==> config.mk <==
export PLATFORM = sky130hd
export DESIGN_NAME = bit_serial_addsub_flat
export DESIGN_NICKNAME = d
export VERILOG_FILES = /design/src/rtl/bit_serial_addsub_if.sv /design/src/rtl/bit_serial_addsub.sv /design/src/flat_wrapper.sv
export SDC_FILE = /design/constraint.sdc
export NUM_CORES = 1
export LEC_CHECK = 0
export CORE_ASPECT_RATIO = 0.8
export CORE_MARGIN = 2
export CORE_UTILIZATION = 40
export CTS_CLUSTER_DIAMETER = 60
export CTS_CLUSTER_SIZE = 25
export DETAILED_ROUTE_END_ITERATION = 10
export PLACE_DENSITY = 0.66
export SYNTH_ARGS = -nofsm -noshare
export SYNTH_HDL_FRONTEND = slang
export SYNTH_SLANG_ARGS = --single-unit
==> constraint.sdc <==
create_clock -name clk -period 2.3 [get_ports clk]
set_input_delay 0.46 -clock clk [delete_from_list [all_inputs] [get_ports clk]]
set_output_delay 0.46 -clock clk [all_outputs]
set_load 0.02 [all_outputs]
==> src/rtl/bit_serial_addsub_if.sv <==
// bit_serial_addsub_if: request/response bundle for the bit-serial adder/subtractor.
//   master drives start, mode, a, b; slave drives busy, done, result, cbout, ovf.
interface bit_serial_addsub_if #(parameter int WIDTH = 8);
    logic             start;
    logic             mode;
    logic [WIDTH-1:0] a;
    logic [WIDTH-1:0] b;
    logic             busy;
    logic             done;
    logic [WIDTH-1:0] result;
    logic             cbout;
    logic             ovf;
    modport master (output start, mode, a, b, input busy, done, result, cbout, ovf);
    modport slave (input start, mode, a, b, output busy, done, result, cbout, ovf);
endinterface

==> src/rtl/bit_serial_addsub.sv <==
// bit_serial_addsub: LSB-first bit-serial add/subtract, one bit per clock.
//   clk   : sole clock, rising edge
//   rst_n : synchronous active-low reset
//   bus   : slave side of bit_serial_addsub_if (start/mode/a/b in, busy/done/result/cbout/ovf out)
module bit_serial_addsub #(parameter int WIDTH = 8) (
    input logic                clk,
    input logic                rst_n,
    bit_serial_addsub_if.slave bus
);
    localparam int IW = $clog2(WIDTH);
    typedef enum logic [1:0] {IDLE, RUN, DONE} state_t;
    state_t state, state_next;
    logic [WIDTH-1:0] op_a, op_b, shreg, result;
    logic [IW-1:0] idx;
    logic op_mode, cb, cbout, ovf;
    logic ai, bi, s, cb_next, last;
    assign ai = op_a[idx];
    assign bi = op_b[idx];
    assign s = ai ^ bi ^ cb;
    // Same sum/difference bit; only the carry vs borrow propagation differs.
    assign cb_next = op_mode ? ((~ai & bi) | (~(ai ^ bi) & cb))
                             : ((ai & bi) | (ai & cb) | (bi & cb));
    assign last = idx == IW'(WIDTH - 1);
    assign bus.busy = state == RUN;
    assign bus.done = state == DONE;
    assign bus.result = result;
    assign bus.cbout = cbout;
    assign bus.ovf = ovf;
    always_ff @(posedge clk) begin
        if (!rst_n)
            state <= IDLE;
        else
            state <= state_next;
    end
    always_comb begin
        state_next = state;
        case (state)
            IDLE: state_next = bus.start ? RUN : IDLE;
            RUN: state_next = last ? DONE : RUN;
            default: state_next = IDLE;
        endcase
    end
    always_ff @(posedge clk) begin
        if (!rst_n) begin
            op_a <= '0;
            op_b <= '0;
            op_mode <= 1'b0;
            cb <= 1'b0;
            idx <= '0;
            shreg <= '0;
            result <= '0;
            cbout <= 1'b0;
            ovf <= 1'b0;
        end else if (state == IDLE && bus.start) begin
            op_a <= bus.a;
            op_b <= bus.b;
            op_mode <= bus.mode;
            cb <= 1'b0;
            idx <= '0;
        end else if (state == RUN) begin
            // New bits enter at the MSB so bit 0 lands at position 0 after WIDTH shifts.
            shreg <= {s, shreg[WIDTH-1:1]};
            cb <= cb_next;
            idx <= idx + IW'(1);
            if (last) begin
                result <= {s, shreg[WIDTH-1:1]};
                cbout <= cb_next;
                // cb is still the carry/borrow into the MSB here.
                ovf <= cb ^ cb_next;
            end
        end
    end
endmodule

==> src/flat_wrapper.sv <==
// flat-port wrapper written by rule: the top's interface ports become plain ports
module bit_serial_addsub_flat 
#(parameter int WIDTH = 8)
  (clk, rst_n, bus_start, bus_mode, bus_a, bus_b, bus_busy, bus_done, bus_result, bus_cbout, bus_ovf);
  bit_serial_addsub_if #(.WIDTH(WIDTH)) bus_i ();
  input logic clk;
  input logic rst_n;
  input wire logic [$bits(bus_i.start)-1:0] bus_start;
  input wire logic [$bits(bus_i.mode)-1:0] bus_mode;
  input wire logic [$bits(bus_i.a)-1:0] bus_a;
  input wire logic [$bits(bus_i.b)-1:0] bus_b;
  output wire logic [$bits(bus_i.busy)-1:0] bus_busy;
  output wire logic [$bits(bus_i.done)-1:0] bus_done;
  output wire logic [$bits(bus_i.result)-1:0] bus_result;
  output wire logic [$bits(bus_i.cbout)-1:0] bus_cbout;
  output wire logic [$bits(bus_i.ovf)-1:0] bus_ovf;
  assign bus_i.start = bus_start;
  assign bus_i.mode = bus_mode;
  assign bus_i.a = bus_a;
  assign bus_i.b = bus_b;
  assign bus_busy = bus_i.busy;
  assign bus_done = bus_i.done;
  assign bus_result = bus_i.result;
  assign bus_cbout = bus_i.cbout;
  assign bus_ovf = bus_i.ovf;
  bit_serial_addsub #(.WIDTH(WIDTH)) u_core (.clk(clk), .rst_n(rst_n), .bus(bus_i));
endmodule
* After elaboration in Yosys (flattened, before gate mapping) *
Cells that the tools add are included.

word-level totals
  register bits after elaboration = 41
  input port bits = 20
  output and inout port bits = 12
  word-level logic and storage cells = 43

operators by class
  add/sub/neg operators = 1
  order comparisons = 1
  eq/ne operators = 3
  multiplexer cells = 8
  bitwise operators = 15
  reductions and logical operators = 5

operators by type and width
  kind                                                                    number
  1-bit binary-select mux with 3-bit select                               2
  1-bit AND                                                               5
  3-bit by 4-bit < comparator with 1-bit output (second input constant)   1
  1-bit two-way mux                                                       4
  1-bit NOT                                                               4
  2-bit case mux with 2 select lines                                      1
  3-bit by 1-bit adder with 3-bit output (second input constant)          1
  3-bit equality test (second input constant)                             1
  1-bit bitwise OR                                                        3
  3-bit AND reduction                                                     1
  1-bit bitwise XOR                                                       3
  2-bit by 1-bit equality test with 1-bit output (second input constant)  1
  2-bit equality test (second input constant)                             1
  2-bit logical NOT                                                       1
  2-bit two-way mux                                                       1
  2-bit AND reduction                                                     1
  2-bit OR reduction                                                      1
  1-bit logical AND                                                       1

* Depth between registers and ports, before layout *
  depth in word-level cells = 8
  mapped depth = 8
  gate-level depth less buffers = 7

* Worst setup path before layout *
No wires, ideal clock.

  kind = register to register
  from = register u_core.idx[0]
  to = register u_core.ovf (netlist: u_core.bus.ovf)
  library setup time = 0.121 ns
  arrival = 2.055 ns
  data required time = 2.179 ns
  slack = 0.124 ns
  cell stages (with the launch flop) = 9
  buffers on the path = 1
  cells stage by stage = dfxtp_1 > buf_6 > mux4_2 > mux2i_4 > inv_2 > fa_1 > mux2i_1 > xnor2_1 > a21oi_1

on the way
  longest elaborated chain between the ends = 8
  elaborated cells on any way between the ends = 19
  classes of those cells = eq/ne (1); mux (5); bitwise (12); reduce/logical (1)

RTL lines
  what                                                          RTL line                                          source
  start, declared                                               bit_serial_addsub.sv:14                           logic [IW-1:0] idx;
  start signal, assigned                                        bit_serial_addsub.sv:64                           idx <= idx + IW'(1);
  1-bit binary-select mux with 3-bit select (on tied branches)  bit_serial_addsub.sv:17, bit_serial_addsub.sv:18
  1-bit two-way mux (on tied branches)                          bit_serial_addsub.sv:17, bit_serial_addsub.sv:18
  1-bit bitwise XOR                                             bit_serial_addsub.sv:21                           assign cb_next = op_mode ? ((~ai & bi) | (~(ai ^ bi) & cb))
  1-bit NOT                                                     bit_serial_addsub.sv:21
  1-bit AND                                                     bit_serial_addsub.sv:21
  1-bit bitwise OR                                              bit_serial_addsub.sv:21
  1-bit two-way mux                                             bit_serial_addsub.sv:21
  1-bit bitwise XOR                                             bit_serial_addsub.sv:69                           ovf <= cb ^ cb_next;
  end signal, assigned                                          bit_serial_addsub.sv:69
  end, declared                                                 bit_serial_addsub.sv:15                           logic op_mode, cb, cbout, ovf;

Parallel ways exist; a longest one is shown, timed or not. The select of a mux whose other input is x is not followed.
A chain may end at the register's enable or synchronous reset.

* Worst setup path in the final report *
Ends and elaborated chain as after synthesis.

==> results.md <==
Power:
- The clock network accounts for 38.7% of the total power.
- The share of total power dissipated in combinational logic is 10.3%.
- The peak supply drop is 0.363 mV.
- The internal power is 1.12 mW.
- Net switching is 22.0% of the power.
- Dividing total power by cell area gives a power density of 651 mW/mm^2.
- Summed over all nets, the switching power comes to 0.314 mW.
- Sequential cells burn 51.0% of the power.
- The leakage power total is 0.783 nW.

Routing:
- The mean number of vias per cell is 4.61.
- For this run, the detailed router's first-pass iteration total came to 4.
- The number of vias in the routed layout is 1290.
- The number of nets still failing antenna checks after routing is 0.
- The DRC violation count after routing is 0.
- The first routing iteration left 66 violations.
- The average wire length per cell after detail routing is 11.1 microns.
- Summed over all layers, the routed wires come to 3120 microns.

Timing:
- The number of setup violations in the final report is 0.
- Setup slack on the critical path of the routed design comes to 0.148 ns.
- Setup repair after global routing left no endpoint under its margin.
- In this run the tightest slew margin relative to its limit is 71.6%.
- The worst hold slack after final layout is 0.454 ns.
- Across the routed clock network, the largest skew measured is 0.00686 ns.
- The minimum period implied by the final worst setup slack is 2.15 ns.
- The worst-margin pin slew is 0.426 ns.
- The number of hold violations in the final report came to 0.
- Timing would allow up to 465 MHz.
- The worst path uses 93.5% of the clock period.
- The total count of max-transition violations in the final report is 0.
- The accumulated negative setup slack is 0 ns.

Final layout:
- The area growth from synthesis to layout is 27.7%.
- The number of cells in the finished layout apart from fillers is 280.
- The count of antenna diodes in the layout is 0.
- At the end of the flow, the number of nets in the layout was 246.
- The area used by multi-input combinational logic is 845 sq um.
- Summing all flip-flop and latch instances after layout gives 802 sq um.
- The ratio of cells with drive above 1 in the final layout is 10.8%.
- The total of fill cells in the finished design is 428.

Clock network:
- CTS built an H-tree with a depth of 2.
- TritonCTS built the clock tree.
- TritonCTS created 5 clock buffers.
- The post-CTS setup repair buffer count is 0.
- After clock tree synthesis, the clock-pin slew on the worst setup and hold paths is 0.07 ns.
- Counting along the longest clock path gives a buffer depth of 2.
- The clock drives 40 sinks.
- The cell sitting at the root of the clock tree is a sky130_fd_sc_hd__clkbuf_8.
- The source-to-sink clock delay at the later pin of the worst-skew pair is 0.29 ns.
- For this design, the CTS-stage hold fixing added 0 buffers.

Setup path:
- The required arrival time at the worst endpoint is 2.46 ns.
- STA classifies the critical path endpoint as a register.
- By startpoint and endpoint, the worst setup path is classified as reg -> reg.
- The type of element launching the critical path is a register.
- In this run the worst path has a maximum fanout of 3.
- For the worst setup path, the data arrival time is 2.31 ns.

Floorplanning:
- The floorplan step defined a die boundary enclosing 0.00485 sq mm.
- The die span in x is 77.4 microns.
- In this run the core area contains 21 standard-cell rows.
- The chip height is 62.7 microns.
- 32 I/O pins were placed.
- The area of the core region is 0.00415 sq mm.
- The effective utilization at floorplan is 41.5%.

Logic synthesis:
- Ranked by total cell area, the synthesized netlist is headed by sky130_fd_sc_hd__dfxtp_1, sky130_fd_sc_hd__nand2_1, sky130_fd_sc_hd__a21boi_0.
- The unique cell type count in the Yosys netlist is 26.
- The net count after synthesis is 212.
- The share of the synthesized area in the top cell type is 46.5%.
- The cell area after synthesis is 0.00172 sq mm.
- A synthesized cell averages 9.16 sq um.
- The largest area contributor in the netlist is sky130_fd_sc_hd__dfxtp_1.
- The part of the Yosys area used for sequential elements is 46.5%.
- The count of warnings emitted by yosys is 0.
- Synthesis produced a netlist whose cell count is 188.
- The flip-flop and latch count after synthesis is 40.

Placement:
- Counting tap cells, the placed design contains a total of 272 instances.
- The worst setup slack before clock tree synthesis is 0.0770 ns.
- The number of buffers inserted by port buffering is 31.
- The wire-length estimate of the detail-placed layout is 2140 microns.
- The final estimated routing congestion in global placement is 0.726.

Global route:
- Entering global routing, the biggest net connects 38 pins.
- The number of global-route vias before repair is 1205.
- The first global-routing pass estimated 5480 microns of wire.
- The number of antenna violations at the first check in global routing came to 0.
- For this run the aggregate overflow at the end of global routing stands at 0.
- In the global route stage, overall resource usage came out at 14.5%.

Status:
- The flow ran to the end, and the final reports show no timing, DRC or antenna violations.

Job:
- The tool flagged a number of max-cap violations equal to 0.

Worst hold path:
- The path type of the worst min-delay path is reg -> reg.
-- cell type report --
cell class / count / share of cell area, %
clock buffers: 6 / 3.30
clock inverters: 2 / 1.59
inverters: 3 / 0.512
multi-input cells: 134 / 38.4
flip-flops and latches: 40 / 36.5
well taps: 57 / 3.24
repair buffers: 38 / 16.5
-- Yosys cell counts, drive strengths merged --
| library cell | number |
|---|---|
| fa | 2 |
| and3b | 1 |
| inv | 3 |
| o21ai | 2 |
| and2 | 2 |
| clkbuf | 3 |
| nand3b | 1 |
| a21boi | 33 |
| dfxtp | 40 |
| nand2b | 1 |
| mux2i | 3 |
| nor2 | 1 |
| nor3b | 1 |
| nand2 | 73 |
| ha | 2 |
| mux4 | 4 |
| xnor2 | 2 |
| buf | 8 |
| a21oi | 4 |
| nor2b | 1 |
| or3b | 1 |
-- path summary, 6_finish.rpt --
path                            slack [ns]  cells after the start      startpoint        endpoint
worst min-delay path                  0.45                      2  u_core.op_a[4]  u_core.op_a[4]
worst max register to register        0.15                      7   u_core.idx[0]  u_core.bus.ovf
worst max-delay path                  0.15                      7   u_core.idx[0]  u_core.bus.ovf
worst min register to register        0.45                      2  u_core.op_a[4]  u_core.op_a[4]
-- critical path: stages, from the launching register on --
cell and delay [ns]:
sky130_fd_sc_hd__dfxtp_2 0.36, sky130_fd_sc_hd__mux4_2 0.53, sky130_fd_sc_hd__mux2i_4 0.19, sky130_fd_sc_hd__inv_2 0.06
sky130_fd_sc_hd__fa_1 0.42, sky130_fd_sc_hd__mux2i_2 0.23, sky130_fd_sc_hd__xnor2_1 0.15, sky130_fd_sc_hd__a21oi_1 0.08
-- cells by family after synthesis --
kind of cell	Yosys count	synth area share [%]
and+or+nand+nor	82	20.2
DFF	40	46.5
AOI/OAI and AO/OA	39	16.1
buffers and inverters	14	4.72
muxes	7	7.70
adders and majority gates	4	3.78
xor gates and xnor gates	2	1.02
-- cell usage in the layout, fill, tap and decap left out --
master and count:
sky130_fd_sc_hd__clkdlybuf4s50_1 31, sky130_fd_sc_hd__dfxtp_1 39, sky130_fd_sc_hd__nand2b_1 1, sky130_fd_sc_hd__nand2_1 72, sky130_fd_sc_hd__mux2i_4 1, sky130_fd_sc_hd__nand2_4 1
sky130_fd_sc_hd__nor2_1 1, sky130_fd_sc_hd__nor3b_2 1, sky130_fd_sc_hd__inv_2 1, sky130_fd_sc_hd__a21oi_1 4, sky130_fd_sc_hd__clkbuf_8 5, sky130_fd_sc_hd__clkbuf_1 1
sky130_fd_sc_hd__inv_1 2, sky130_fd_sc_hd__dfxtp_2 1, sky130_fd_sc_hd__xnor2_1 2, sky130_fd_sc_hd__nand3b_1 1, sky130_fd_sc_hd__ha_1 2, sky130_fd_sc_hd__mux4_2 4
sky130_fd_sc_hd__o21ai_0 2, sky130_fd_sc_hd__buf_4 7, sky130_fd_sc_hd__mux2i_1 1, sky130_fd_sc_hd__and2_1 2, sky130_fd_sc_hd__clkinv_2 1, sky130_fd_sc_hd__a21boi_0 23
sky130_fd_sc_hd__bufinv_16 1, sky130_fd_sc_hd__or3b_1 1, sky130_fd_sc_hd__a21boi_1 10, sky130_fd_sc_hd__fa_1 2, sky130_fd_sc_hd__and3b_1 1, sky130_fd_sc_hd__nor2b_1 1
sky130_fd_sc_hd__mux2i_2 1
-- power groups by stage --
stage	logic (mW)	clock network (mW)	registers, mW
floorplan	0.0984	0	0.741
global placement	0.147	0	0.746
detailed placement	0.148	0	0.746
CTS	0.150	0.571	0.730
global route	0.166	0.600	0.733
finish	0.148	0.554	0.730
-- registers in the layout, indices dropped and copies added, names as in the netlist --
| register | cells |
|---|---|
| u_core.bus.cbout | 1 |
| u_core.idx | 3 |
| u_core.op_a | 8 |
| u_core.op_b | 8 |
| u_core.bus.result | 8 |
| u_core.op_mode | 1 |
| u_core.state | 2 |
| u_core.bus.ovf | 1 |
| u_core.shreg | 7 |
| u_core.cb | 1 |
-- what timing repair did --
action                                  in CTS  in global routing
endpoints found under the setup margin       0                  2
gates resized for setup                      0                  2
endpoints found under the hold margin        0                  0
-- routing by layer --
layer	routed length, microns	global-route usage (%)	share of wire, %	vias up
li1	-	-	-	678
met5	0	0	0	-
met3	179	6.65	5.7	4
met1	1600	19.0	51	583
met4	32	4.69	1.0	0
met2	1300	21.2	42	25
-- stage by stage --
stage	cell area (sq um)	total power [mW]	util, %
2_1_floorplan	1720	0.839	-
3_3_place_gp	2090	0.893	50.3
3_5_place_dp	2090	0.894	50.3
4_1_cts	2190	1.45	52.9
5_1_grt	2200	1.50	53.0
6_report	2200	1.43	53.0
Power figures use the tool's default switching activity.
==> RTL change: new RTL, same settings <==
The 3 states of `state_t` get a one-hot encoding in 3 bits.
--- a/src/rtl/bit_serial_addsub.sv
+++ b/src/rtl/bit_serial_addsub.sv
@@ -10,3 +10,3 @@
     localparam int IW = $clog2(WIDTH);
-    typedef enum logic [1:0] {IDLE, RUN, DONE} state_t;
+    typedef enum logic [2:0] {IDLE = 3'b001, RUN = 3'b010, DONE = 3'b100} state_t;
     state_t state, state_next;
Behaviour: no difference found for any inputs over 10 cycles, from zero or initial values and one cycle with rst_n low; not proved beyond that.
==> RTL change against the unedited design <==
- final cell count up 1.1%
- setup slack better by 0.0068 ns
- routed wire length up 4.6%
- area after synthesis up 1.3%
- critical path type unchanged
- final area about the same
- fmax up 0.32%
- critical endpoint unchanged
- sequential cell count up 1
- total power down 8.3%
==> RTL change: results (changes against the unedited design) <==
GRT
  – Grt met1 use: 20.4% (+1.4 points)
  – Largest net degree at the start of global routing: 20 (-47%)
  – Total GRT Usage: 15.0% (+0.53 points)
  – Global-route wire length before repair: 5740 um (+4.8%)
  – Vias in the first global route: 1,267 (+5.1%)
  – GR Layer Usage met3: 5.30% (-1.3 points)

Synth
  – Adder-cell share of the synthesized area: 3.73% (-0.049 points)
  – Seq/Total Area, Yosys: 47.0% (+0.55 points)
  – Syn nets: 216 (+1.9%)
  – Synth Area in XOR/XNOR: 1.00% (-0.013 points)
  – Top cells by count, synth: nand2_1, dfxtp_1, a21boi_1
  – Mean Syn Cell Area: 9.09 sq um (-0.80%)
  – Yosys cell types: 21 (-19%)
  – Mux contribution to synthesized area: 6.88% (-0.82 points)

Routing
  – Wire per inst: 11.5 um (+3.4%)
  – Met2 wire length: 1360 um (+4.8%)
  – Routed met1 length: 1730 um (+7.5%)
  – DR WL met3: 151 um (-16%)

Timing
  – Clk_skew: 0.00580 ns (-0.00106 ns)
  – Final Hold Slack: 0.448 ns (-0.00605 ns)

Layout
  – Area occupied by registers: 822 sq um (+2.5%)
  – Post-layout util: 52.7% (-0.30 points)
  – Filler instances: 410 (-4.2%)
  – Clock-cell share: 3.64% (-1.3 points)
  – Non-clk buf share: 16.8% (+0.27 points)
  – Bufs w/o clock: 39 (+2.6%)
  – Comb_multi_in: 135 (+0.75%)
  – Post-route non-filler standard cell count: 283 (+1.1%)

Power
  – Max VDD drop: 374 uV (+3.1%)
  – Leakage: 0.790 nW (+0.89%)

Setup path
  – Crit-path max cell delay: 0.49 ns (-0.04 ns)
  – Critical path origin: u_core.idx[1]$_SDFFE_PP0P_

Outcome
  – Status: finished, final reports clean

Placement
  – Final GP Congestion: 0.791 (+9.0%)

CTS
  – Clock sink count: 41 (+2.5%)

Worst hold path
  – Hold Crit Start: u_core.op_b[6]$_SDFFE_PN0P_
  – Hold Path Sink: u_core.op_b[6]$_SDFFE_PN0P_
-- RTL change: cell types whose count changed in the layout (fill, tap and decap cells not counted), moves of 2 or more --
cell       delta
o21ai_0       -2
a21boi_1     +23
a21boi_0     -23
nand4bb_1     +2
clkbuf_1      +2
and4bb_1      +2
o21ai_1       +3
-- RTL change: report_power, final --
group / total, W / internal [W] / switching, W / leakage, nW
combinational: 0.000129 / 0.0000730 / 0.0000562 / 0.417
clock: 0.000438 / 0.000216 / 0.000222 / 0.0395
sequential: 0.000747 / 0.000732 / 0.0000142 / 0.334
total: 0.00131 / 0.00102 / 0.000292 / 0.790
-- RTL change: cells by family after synthesis --
family | after synthesis
DFF | 41
AOI/OAI and AO/OA | 40
xor gates and xnor gates | 2
muxes | 7
adders and majority gates | 4
and+or+nand+nor | 82
buffers and inverters | 16
-- RTL change: timing repair --
action                                  CTS  global route
hold buffers                              0             0
endpoints found under the setup margin    1             2
resized for setup                         1             2
